===== config.mk =====
export PLATFORM = sky130hd
export DESIGN_NAME = axi_read_arbiter
export DESIGN_NICKNAME = d
export VERILOG_FILES = /design/src/rtl/axi_read_arbiter.sv
export SDC_FILE = /design/constraint.sdc
export NUM_CORES = 1
export LEC_CHECK = 0
export CAP_MARGIN = 20
export CELL_PAD_IN_SITES_DETAIL_PLACEMENT = 0
export CELL_PAD_IN_SITES_GLOBAL_PLACEMENT = 1
export CORE_AREA = 5 5 662 664
export CTS_BUF_LIST = sky130_fd_sc_hd__clkbuf_16
export CTS_CLUSTER_DIAMETER = 60
export CTS_CLUSTER_SIZE = 10
export DETAILED_ROUTE_END_ITERATION = 7
export DIE_AREA = 0 0 667 669
export MAX_ROUTING_LAYER = met4
export PLACE_DENSITY_LB_ADDON = 0.1
export SLEW_MARGIN = 15
export SYNTH_ARGS = -nofsm -noshare
export SYNTH_HDL_FRONTEND = slang
export SYNTH_SLANG_ARGS = --single-unit

===== constraint.sdc =====
create_clock -name CLK -period 4.2 [get_ports CLK]
set_input_delay 0.63 -clock CLK [delete_from_list [all_inputs] [get_ports CLK]]
set_output_delay 0.63 -clock CLK [all_outputs]
set_load 0.03 [all_outputs]

===== src/rtl/axi_read_arbiter.sv =====
// Two-client AXI4 read arbiter: round-robin AR grants through a registered stage,
// with an order FIFO that steers each returning R burst back to its owner.
module axi_read_arbiter #(
    parameter int C_M_AXI_ID_WIDTH   = 1,
    parameter int C_M_AXI_ADDR_WIDTH = 32,
    parameter int C_M_AXI_DATA_WIDTH = 512,
    parameter int C_MAX_OUTSTANDING  = 4
) (
    input  logic                          CLK,
    input  logic                          RST,
    input  logic [C_M_AXI_ADDR_WIDTH-1:0] S0_ARADDR,
    input  logic [7:0]                    S0_ARLEN,
    input  logic                          S0_ARVALID,
    output logic                          S0_ARREADY,
    input  logic [C_M_AXI_ADDR_WIDTH-1:0] S1_ARADDR,
    input  logic [7:0]                    S1_ARLEN,
    input  logic                          S1_ARVALID,
    output logic                          S1_ARREADY,
    output logic [C_M_AXI_DATA_WIDTH-1:0] S0_RDATA,
    output logic [1:0]                    S0_RRESP,
    output logic                          S0_RLAST,
    output logic                          S0_RVALID,
    input  logic                          S0_RREADY,
    output logic [C_M_AXI_DATA_WIDTH-1:0] S1_RDATA,
    output logic [1:0]                    S1_RRESP,
    output logic                          S1_RLAST,
    output logic                          S1_RVALID,
    input  logic                          S1_RREADY,
    output logic [C_M_AXI_ID_WIDTH-1:0]   M_ARID,
    output logic [C_M_AXI_ADDR_WIDTH-1:0] M_ARADDR,
    output logic [7:0]                    M_ARLEN,
    output logic [2:0]                    M_ARSIZE,
    output logic [1:0]                    M_ARBURST,
    output logic                          M_ARVALID,
    input  logic                          M_ARREADY,
    input  logic [C_M_AXI_ID_WIDTH-1:0]   M_RID,
    input  logic [C_M_AXI_DATA_WIDTH-1:0] M_RDATA,
    input  logic [1:0]                    M_RRESP,
    input  logic                          M_RLAST,
    input  logic                          M_RVALID,
    output logic                          M_RREADY,
    output logic                          ERR
);
    localparam int CW = $clog2(C_MAX_OUTSTANDING + 1);
    localparam int PW = (C_MAX_OUTSTANDING > 1) ? $clog2(C_MAX_OUTSTANDING) : 1;

    logic [CW-1:0] cnt;
    logic [PW-1:0] rd_ptr, wr_ptr;
    logic          fifo [C_MAX_OUTSTANDING];
    logic          last_grant;
    logic          head, nonempty, ar_hs, pop, stage_free, can_grant;
    logic          win0, win1, grant, gsel;
    logic [CW:0]   pending;

    function automatic logic [PW-1:0] ptr_inc(input logic [PW-1:0] p);
        return (p == PW'(C_MAX_OUTSTANDING - 1)) ? '0 : p + 1'b1;
    endfunction

    assign M_ARSIZE  = 3'($clog2(C_M_AXI_DATA_WIDTH / 8));
    assign M_ARBURST = 2'b01;

    // The outstanding count doubles as the order FIFO occupancy.
    assign nonempty   = (cnt != '0);
    assign head       = fifo[rd_ptr];
    assign ar_hs      = M_ARVALID & M_ARREADY;
    assign pop        = M_RVALID & M_RREADY & M_RLAST;
    assign stage_free = ~M_ARVALID | M_ARREADY;
    assign pending    = {1'b0, cnt} + (CW+1)'(M_ARVALID) - (CW+1)'(pop);
    assign can_grant  = ~RST & stage_free & (pending < (CW+1)'(C_MAX_OUTSTANDING));

    assign win0       = S0_ARVALID & (~S1_ARVALID | last_grant);
    assign win1       = S1_ARVALID & (~S0_ARVALID | ~last_grant);
    assign S0_ARREADY = can_grant & win0;
    assign S1_ARREADY = can_grant & win1;
    assign grant      = S0_ARREADY | S1_ARREADY;
    assign gsel       = S1_ARREADY;

    assign S0_RDATA  = M_RDATA;
    assign S1_RDATA  = M_RDATA;
    assign S0_RRESP  = M_RRESP;
    assign S1_RRESP  = M_RRESP;
    assign S0_RLAST  = M_RLAST;
    assign S1_RLAST  = M_RLAST;
    assign S0_RVALID = M_RVALID & nonempty & ~head;
    assign S1_RVALID = M_RVALID & nonempty & head;
    assign M_RREADY  = nonempty & (head ? S1_RREADY : S0_RREADY);

    always_ff @(posedge CLK or posedge RST) begin
        if (RST) begin
            M_ARVALID  <= 1'b0;
            M_ARID     <= '0;
            M_ARADDR   <= '0;
            M_ARLEN    <= '0;
            last_grant <= 1'b1;
            cnt        <= '0;
            rd_ptr     <= '0;
            wr_ptr     <= '0;
            ERR        <= 1'b0;
        end else begin
            if (grant) begin
                M_ARVALID  <= 1'b1;
                M_ARID     <= C_M_AXI_ID_WIDTH'(gsel);
                M_ARADDR   <= gsel ? S1_ARADDR : S0_ARADDR;
                M_ARLEN    <= gsel ? S1_ARLEN : S0_ARLEN;
                last_grant <= gsel;
            end else if (ar_hs) begin
                M_ARVALID <= 1'b0;
            end
            case ({ar_hs, pop})
                2'b10:   cnt <= cnt + 1'b1;
                2'b01:   cnt <= cnt - 1'b1;
                default: cnt <= cnt;
            endcase
            if (ar_hs) wr_ptr <= ptr_inc(wr_ptr);
            if (pop)   rd_ptr <= ptr_inc(rd_ptr);
            // Stray beats and ID mismatches are flagged but never rerouted.
            if (M_RVALID & (~nonempty | (M_RID != C_M_AXI_ID_WIDTH'(head))))
                ERR <= 1'b1;
        end
    end

    always_ff @(posedge CLK) begin
        if (ar_hs) fifo[wr_ptr] <= M_ARID[0];
    end
endmodule


==> results of run 1 <==
-- power breakdown --
part	internal [uW]	switching, uW
clock	225	311
sequential	797	270
combinational	1160	1130
total	2190	1710
-- cells by family after synthesis --
group	synth area share, %
adder cells (fa/ha/maj)	1.22
other	0.0693
buffers and inverters	72.8
AND/OR/NAND/NOR	1.51
multiplexers	10.4
flip-flops	12.9
AO/OA/AOI/OAI	0.843
XOR/XNOR	0.323
-- synth_stat cells (all sizes together), types with 2 or more instances --
library cell and number:
a21o 2, a21oi 4, and3 5, buf 1040, clkbuf 4, conb 2, dfrtp 50, edfxtp 4
ha 9, inv 12, mux2 84, mux2i 3, nand2 5, nand2b 2, nor2 9, nor3 2
o21ai 3, o22a 2, xnor2 3
-- worst paths after layout --
path	start	end	slack [ns]
worst max-delay path	rd_ptr[1]$_DFFE_PP0P_	S1_ARREADY	0.20
worst min-delay path	ERR$_DFFE_PP0P_	ERR$_DFFE_PP0P_	0.50
worst max register to register	rd_ptr[1]$_DFFE_PP0P_	M_ARADDR[20]$_DFFE_PP0P_	0.46
worst min register to register	ERR$_DFFE_PP0P_	ERR$_DFFE_PP0P_	0.50
max in group asynchronous	RST	rd_ptr[1]$_DFFE_PP0P_	2.67
min in group asynchronous	RST	M_ARVALID$_DFFE_PP0P_	0.71
-- flip-flops by register name (all words and copies together), names as in the netlist --
signal / count
M_ARID: 1
cnt: 3
M_ARLEN: 8
M_ARVALID: 1
M_ARADDR: 32
fifo: 4
rd_ptr: 2
last_grant: 1
ERR: 1
wr_ptr: 2
-- worst max-delay path, cell delays in order, from the launching register on --
cell and delay [ns]:
dfrtp_1 0.44, mux2i_1 0.15, mux2_4 0.31, mux2i_2 0.17, nor3b_2 0.28, ha_2 0.21, inv_1 0.06, ha_4 0.23
a311oi_1 0.42, o221ai_4 0.19, buf_12 0.17, and2b_2 0.21, buf_4 0.16
-- per-layer routing --
metal  vias to the layer above  global-route usage, %  share of wire, %
met4                         0                   2.97               4.1
met5                         -                      -                 0
met1                      1748                   3.23                14
met3                       270                   14.3                37
met2                      1603                   12.7                45
li1                       1094                      -                 -
-- placed cells by master, fill, tap and decap left out, types with 2 or more instances in the layout --
| cell type | synthesis | final |
|---|---|---|
| clkbuf_16 | 0 | 5 |
| nor3_1 | 2 | 2 |
| ha_1 | 9 | 7 |
| nor2_1 | 8 | 8 |
| nand2b_1 | 2 | 2 |
| and3_2 | 4 | 4 |
| dfrtp_1 | 50 | 50 |
| mux2_4 | 39 | 40 |
| nand2_1 | 5 | 5 |
| diode_2 | 0 | 9 |
| clkinv_2 | 0 | 2 |
| a21o_1 | 2 | 2 |
| mux2_2 | 45 | 44 |
| o21ai_0 | 3 | 3 |
| o22a_1 | 2 | 2 |
| mux2i_1 | 3 | 2 |
| clkdlybuf4s50_1 | 0 | 135 |
| inv_1 | 12 | 11 |
| conb_1 | 2 | 5 |
| xnor2_1 | 3 | 3 |
| buf_12 | 0 | 5 |
| buf_4 | 1035 | 19 |
| a21oi_1 | 4 | 3 |
| edfxtp_1 | 4 | 4 |
-- cell type report --
type,instances,area (um2),share of cell area [%]
Tap cell,5734,7170,59.8
Multi-Input combinational cell,145,1610,13.5
Timing Repair Buffer,159,1590,13.3
Sequential cell,55,1400,11.7
Clock buffer,5,125,1.04
Inverter,12,47.5,0.396
Antenna cell,9,22.5,0.188
Clock inverter,3,18.8,0.156
-- repair_timing --
action / in CTS / in global routing
buffers inserted: 1 / 3
setup endpoints to repair: 1 / 2
pin swaps: 1 / 3
cloned: 0 / 0
gates resized for setup: 0 / 6
-- through the flow --
step | instances | util (%) | power (uW)
after global routing | 6122 | 2.77 | 4150
final | 6122 | 2.77 | 3890
after detailed placement | 6101 | 2.72 | 3390
after floorplan | 1256 | - | 4120
after CTS | 6110 | 2.75 | 4010
after global placement | 6101 | 2.72 | 3400
==> flow_summary.toml, run 1 <==
[run_status]
run_status = "complete, no violations"

[yosys]
ys_warn_count = 0
synth_seq_cells = 55
ys_async_sr_fraction_pct = 92.7
synth_edf_count = 4
synthDistinctLibCells = 31
netlist_instances = 1253
ys_seq_area_share_pct = 12.9
synth_top_cell_by_area = "buf_4"
ys_dominant_reg_cell = "dfrtp_1"
avgSynthCellArea_um2 = 8.65
syn_area_mm2 = 0.0108
synth_area_leaders = "buf_4 72%, dfrtp_1 12%, mux2_4 5.4%, mux2_2 4.7%, edfxtp_1 1.1%"
synth_top_area_share_pct = 71.7

[place]
pre_cts_ws_ns = 0.295
io_buffer_count = 139
placed_cell_area_mm2 = 0.0118
place_congestion = 0.645
dp_hpwl_um = 180000

[timing]
slew-limit-headroom_pct = 41.5
fin_crit_ns = 4.00
tns_ns = 0
hold_viol = 0
period_share_pct = 95.2
setup_viol = 0
fin_skew_ns = 0.0215
worst_pin_slew_ns = 0.878
max_freq_mhz = 250
fin_hold_ws_ns = 0.497
drv_slew = 0
setup_ws_ns = 0.200
rsz0062_at_grt = "false"

[worst_setup_path]
cp-end-kind = "output port"
start_kind = "flip-flop"
arrival_ns = 3.37
path_class = "flip-flop to output port"
cp_max_fo = 4
critPathRequiredTime_ns = 3.57
rr_worst_depth = 15

[global_route]
grt_start_max_net_pins = 36
grt_pass1_wl_um = 202000
grt_pass1_vias = 4912
grt_use_total_pct = 8.33
antenna_found_initial = 23
overflow = 0

[clock_network]
cts_tree = "done"
numCtsBuffers = 5
clk_latency_ns = 0.38
clk_path_buf_depth = 2
clk_transition_reported_paths_ns = 0.10
clockRootBuffer = "clkbuf_16"
cts.sinks = 55
htree_levels = 2
hold_buffers = 0

[cells_and_area]
fin_nets = 992
design_area_mm2 = 0.0120
drive_gt1_share_pct = 34.8
synthToLayoutAreaGrowth_pct = 10.7
fillers = 51675

[floorplanning]
io_pins = 1687
die_w_um = 667
core_area_mm2 = 0.432
die_area_mm2 = 0.446
initial_utilization_pct = 2.51
rows = 242
dieHeight_um = 669

[pwr]
peakVddDrop_mv = 0.177
powerDensity_mw_per_mm2 = 325
leakage_uw = 0.00213

[worst_hold_path]
hold_depth = 1
hold_path_class = "flip-flop to flip-flop"

[routing]
wl_per_cell_um = 31.1
drc = 0
dr.pass1.iters = 4
totalWireLength_um = 191000
vias_per_cell = 0.770
num_vias = 4715
postRouteAntennaNets = 0
initialDrtViolationCount = 280

[flow_run]
cap_violations = 0
No activity file was read; power rests on OpenSTA's default activity.
==> run 2, diff against run 1 <==
- PLACE_DENSITY: not set -> 0.3
- PLACE_DENSITY_LB_ADDON: 0.1 -> not set
- REMOVE_ABC_BUFFERS: not set -> 1
==> run 2 against run 1 <==
- total power up 7.8%
- highest routed layer unchanged
- wire length rose to 3.2 times the previous value
- count of clock-buffer cells in the layout unchanged
- critical path type unchanged
- global-route usage up 18 points
- sequential cell count unchanged
- final area down 0.65%
==> flow_summary.toml, run 2 (same netlist as run 1, synthesis figures left out) <==
[run_status]
run_status = "complete, no violations"

[cells_and_area]
final_cell_mix = "134 x clkdlybuf4s50_1, 50 x dfrtp_1, 45 x mux2_2"
fillers = 51634
synthToLayoutAreaGrowth_pct = 9.96
drive_gt1_share_pct = 32.4
multiInputGateArea_mm2 = 0.00159
seqCellArea_mm2 = 0.00140
fin_util_pct = 2.76
largestRegisters = "M_ARADDR (32), M_ARLEN (8), fifo (4)"
largest-register = "M_ARADDR"
fin_nets = 983
final_common_cell = "clkdlybuf4s50_1"
largest_register_ffs = 32
stdcell_count = 6107

[flow_run]
cap_violations = 0

[timing]
drv_slew = 0
setup_viol = 0
tns_ns = 0
fin_crit_ns = 4.00
rsz0062_at_grt = "false"
max_freq_mhz = 250
hold_viol = 0
worst_pin_slew_ns = 0.960
period_share_pct = 95.3
fin_skew_ns = 0.0101
slew-limit-headroom_pct = 36.0

[worst_setup_path]
cp_max_fo = 4
critical_path.top_delay_family = "simple AND/OR/NAND/NOR gates"
slowest_delay_ns = 0.45
critPathSlowestCell = "dfrtp_1"
critPathBufInv = 2
cp-end-kind = "output port"
arrival_ns = 3.37
critPathRequiredTime_ns = 3.57
path_class = "flip-flop to output port"
start_kind = "flip-flop"
path_cells = "mux2i_1 > mux2_2 > mux2i_1 > nor3b_2 > ha_1 > inv_1 > ha_1 > nand4b_4 > and3_1 > o221ai_4 > and2b_2 > buf_12"

[pwr]
p_seq_share_pct = 24.5
pwr-share-comb_pct = 63.5
p_total_uw = 4200
p_switching_uw = 2070
p_int_uw = 2130
peakVddDrop_mv = 0.186
swShare_pct = 49.2
leakage_uw = 0.00210
powerDensity_mw_per_mm2 = 352
p_clk_share_pct = 12.0

[floorplanning]
rows = 242
die_area_mm2 = 0.446
dieHeight_um = 669
core_area_mm2 = 0.432
die_w_um = 667
io_pins = 1687
initial_utilization_pct = 2.51

[place]
placedCellCount = 6096
io_buffer_count = 139
place_congestion = 0.814
dp_hpwl_um = 578000

[clock_network]
numCtsBuffers = 5
cts_setup_buffers = 0
htree_levels = 2
clk_path_buf_depth = 2
cts.sinks = 55
clk_transition_reported_paths_ns = 0.09
clk_latency_ns = 0.33
hold_buffers = 0
cts-resized-gates = 1
cts_tree = "done"
clockRootBuffer = "clkbuf_16"

[routing]
totalWireLength_um = 601000
dr.pass1.iters = 5
num_vias = 8159
postRouteAntennaNets = 0
vias_per_cell = 1.34
wl_per_cell_um = 98.4
drc = 0
initialDrtViolationCount = 1129

[global_route]
grt_use_total_pct = 26.6
grt_pass1_wl_um = 613000
antenna_found_initial = 6
overflow = 0
grt_pass1_vias = 4906
grt_start_max_net_pins = 34

[worst_hold_path]
hold_path_class = "flip-flop to flip-flop"
run 2: final cells by class:
cell class / instances / share of cell area, %
sequential: 55 / 11.7
tap: 5734 / 60.2
inverter: 12 / 0.378
antenna: 3 / 0.0630
multi-input combinational: 145 / 13.3
clock buffer: 5 / 1.05
clock inverter: 3 / 0.262
timing repair buffer: 150 / 13.0
run 2: metrics by stage:
step / area [um2] / setup slack, ns / hold WS, ns
final: 11900 / 0.197 / 0.479
after global routing: 11900 / 0.0167 / 0.490
after CTS: 11900 / 0.104 / 0.486
after detailed placement: 11700 / 0.0367 / 0.459
after global placement: 11700 / 0.0407 / 0.474
after floorplan: 3010 / 0.358 / 0.469
run 2: final timing paths:
| path | depth (start not counted) | slack, ns | to | start |
|---|---|---|---|---|
| max in group asynchronous | 3 | 2.51 | last_grant$_DFFE_PP1P_ | RST |
| max | 12 | 0.20 | S1_ARREADY | rd_ptr[1]$_DFFE_PP0P_ |
| max reg2reg | 14 | 0.44 | M_ARADDR[4]$_DFFE_PP0P_ | rd_ptr[1]$_DFFE_PP0P_ |
| min | 1 | 0.48 | ERR$_DFFE_PP0P_ | ERR$_DFFE_PP0P_ |
| min in group asynchronous | 2 | 0.82 | M_ARVALID$_DFFE_PP0P_ | RST |
| min reg2reg | 1 | 0.48 | ERR$_DFFE_PP0P_ | ERR$_DFFE_PP0P_ |
run 2: power groups by stage:
stage | Sequential, uW | Combinational (uW) | Clock [uW]
final | 1030 | 2660 | 504
after global routing | 1060 | 2760 | 561
after CTS | 1040 | 2790 | 560
after detailed placement | 1050 | 2770 | 0
after global placement | 1050 | 2770 | 0
after floorplan | 1360 | 880 | 0
run 2: worst register-to-register path: stages, from the launching register on:
cell      delay [ns]
dfrtp_1         0.45
mux2i_1         0.14
mux2_2          0.32
mux2i_1         0.16
nor3b_2         0.27
ha_1            0.19
inv_1           0.05
ha_1            0.33
a311oi_1        0.43
o221ai_4        0.27
buf_4           0.23
nor2_4          0.15
buf_12          0.18
buf_12          0.18
mux2_4          0.30
run 2: per-layer routing:
metal	vias up	part of all wire, %	track usage, %
li1	1075	-	-
met4	0	10	20.9
met1	2912	12	8.02
met5	-	0	-
met3	425	28	35.8
met2	3747	50	45.8
==> run 3, diff against run 2 <==
- SETUP_SLACK_MARGIN: not set -> 0.3
==> run 3 against run 2 <==
- largest cell class unchanged
- hold slack gained 0.0033 ns
- critical path depth unchanged
- register-to-register slack better by 0.17 ns
- sequential power barely moved
- fmax is 3.5% higher
- final cell count about the same
- final area is 0.59% higher
- highest routed layer unchanged
- utilization about the same
- via count rose by 0.60%
- sequential cell count did not move
- critical path type unchanged
- total power grew 1.6%
==> flow_summary.toml, run 3 (same netlist as run 1, synthesis figures left out) <==
[run_status]
run_status = "complete, no violations"

[cells_and_area]
synthToLayoutAreaGrowth_pct = 10.6
fillers = 51627
multiInputGateArea_mm2 = 0.00164
largestRegisters = "M_ARADDR (32), M_ARLEN (8), fifo (4)"
drive_gt1_share_pct = 34.9
largest_register_ffs = 32
design_area_mm2 = 0.0120
final_common_cell = "clkdlybuf4s50_1"
seqCellArea_mm2 = 0.00140
largest-register = "M_ARADDR"
final_cell_mix = "133 x clkdlybuf4s50_1, 50 x dfrtp_1, 44 x mux2_2"
fin_nets = 986

[timing]
slew-limit-headroom_pct = 37.9
hold_viol = 0
setup_viol = 0
max_freq_mhz = 259
drv_slew = 0
rsz0062_at_grt = "true"
tns_ns = 0
fin_crit_ns = 3.87
fin_skew_ns = 0.0117
worst_pin_slew_ns = 0.932
period_share_pct = 92.1

[worst_setup_path]
rr_worst_depth = 15
cp-endpoint = "S1_ARREADY"
arrival_ns = 3.24
start_kind = "flip-flop"
crit_start = "rd_ptr[1]$_DFFE_PP0P_"
cp_max_fo = 3
critPathRequiredTime_ns = 3.57
r2r-end = "M_ARADDR[4]$_DFFE_PP0P_"
timing.rr.start = "rd_ptr[1]$_DFFE_PP0P_"
path_class = "flip-flop to output port"
rrSetupSlack_ns = 0.61
cp-end-kind = "output port"

[clock_network]
htree_levels = 2
clockRootBuffer = "clkbuf_16"
hold_buffers = 0
cts_tree = "done"
cts.sinks = 55
clk_transition_reported_paths_ns = 0.09
numCtsBuffers = 5
clk_latency_ns = 0.33
clk_path_buf_depth = 2

[pwr]
p_int_uw = 2180
p_seq_share_pct = 24.1
peakVddDrop_mv = 0.190
pwr-share-comb_pct = 63.9
swShare_pct = 49.0
powerDensity_mw_per_mm2 = 356
leakage_uw = 0.00212
p_switching_uw = 2090
p_clk_share_pct = 11.9

[floorplanning]
rows = 242
die_w_um = 667
dieHeight_um = 669
initial_utilization_pct = 2.51
core_area_mm2 = 0.432
io_pins = 1687
die_area_mm2 = 0.446

[global_route]
antenna_found_initial = 7
grt_use_total_pct = 26.6
grt_pass1_wl_um = 613000
overflow = 0
grt_start_max_net_pins = 34
grt_pass1_vias = 4947

[routing]
dr.pass1.iters = 4
totalWireLength_um = 601000
drc = 0
postRouteAntennaNets = 0
num_vias = 8208
initialDrtViolationCount = 1128
wl_per_cell_um = 98.4
vias_per_cell = 1.34

[place]
place_congestion = 0.814
dp_hpwl_um = 578000
io_buffer_count = 139
placed_cell_area_mm2 = 0.0117

[flow_run]
cap_violations = 0

[worst_hold_path]
hold_path_class = "flip-flop to flip-flop"
run 3: power groups by stage:
stage / clock (uW) / sequential, uW / combinational (uW)
after floorplan: 0 / 1360 / 880
after global placement: 0 / 1050 / 2770
after detailed placement: 0 / 1050 / 2770
after CTS: 560 / 1040 / 2830
after global routing: 561 / 1060 / 2820
final: 509 / 1030 / 2730
run 3: what timing repair did:
action,in CTS,in global routing
buffers inserted,3,0
pin swaps,5,1
gates resized for setup,8,4
cloned,0,0
endpoints found under the setup margin,2,2
run 3: worst min path at each step:
stage | from | to | slack [ns] | cells after the start
finish | ERR$_DFFE_PP0P_ | ERR$_DFFE_PP0P_ | 0.48 | 1
global route | ERR$_DFFE_PP0P_ | ERR$_DFFE_PP0P_ | 0.49 | 1
CTS | ERR$_DFFE_PP0P_ | ERR$_DFFE_PP0P_ | 0.49 | 1
detailed placement | ERR$_DFFE_PP0P_ | ERR$_DFFE_PP0P_ | 0.46 | 1
global placement | ERR$_DFFE_PP0P_ | ERR$_DFFE_PP0P_ | 0.47 | 1
floorplan | cnt[0]$_DFFE_PP0P_ | cnt[0]$_DFFE_PP0P_ | 0.47 | 1
run 3: stage by stage:
stage	hold slack (ns)	utilization, %	total power (uW)	cells	setup slack [ns]
2_1_floorplan	0.469	-	2240	212	0.358
3_3_place_gp	0.474	2.72	3810	6096	0.0407
4_1_cts	0.486	2.77	4430	6107	0.246
6_report	0.483	2.77	4270	6109	0.333
5_1_grt	0.490	2.77	4450	6107	0.197
3_5_place_dp	0.459	2.72	3820	6096	0.0367
run 3: area by class of cell:
cell class                 count  share of cell area [%]
tap                         5734                    59.9
clock inverter                 3                   0.261
inverter                      12                   0.376
clock buffer                   5                    1.04
antenna                        2                  0.0418
multi-input combinational    145                    13.7
sequential                    55                    11.7
timing repair buffer         153                    13.1
run 3: worst max-delay path: stages (launching register included):
cell	delay (ns)
dfrtp_1	0.43
mux2i_1	0.13
mux2_4	0.30
mux2i_4	0.20
nor3b_4	0.22
ha_2	0.21
inv_2	0.04
ha_4	0.28
nand4b_4	0.12
and3_4	0.19
o221ai_4	0.35
and2b_2	0.29
buf_12	0.13
run 3: layer usage:
metal / part of all wire, % / GRT usage (%)
met1: 12 / 8.07
met4: 10 / 21.1
met3: 28 / 35.7
met5: 0 / -
met2: 49 / 45.8
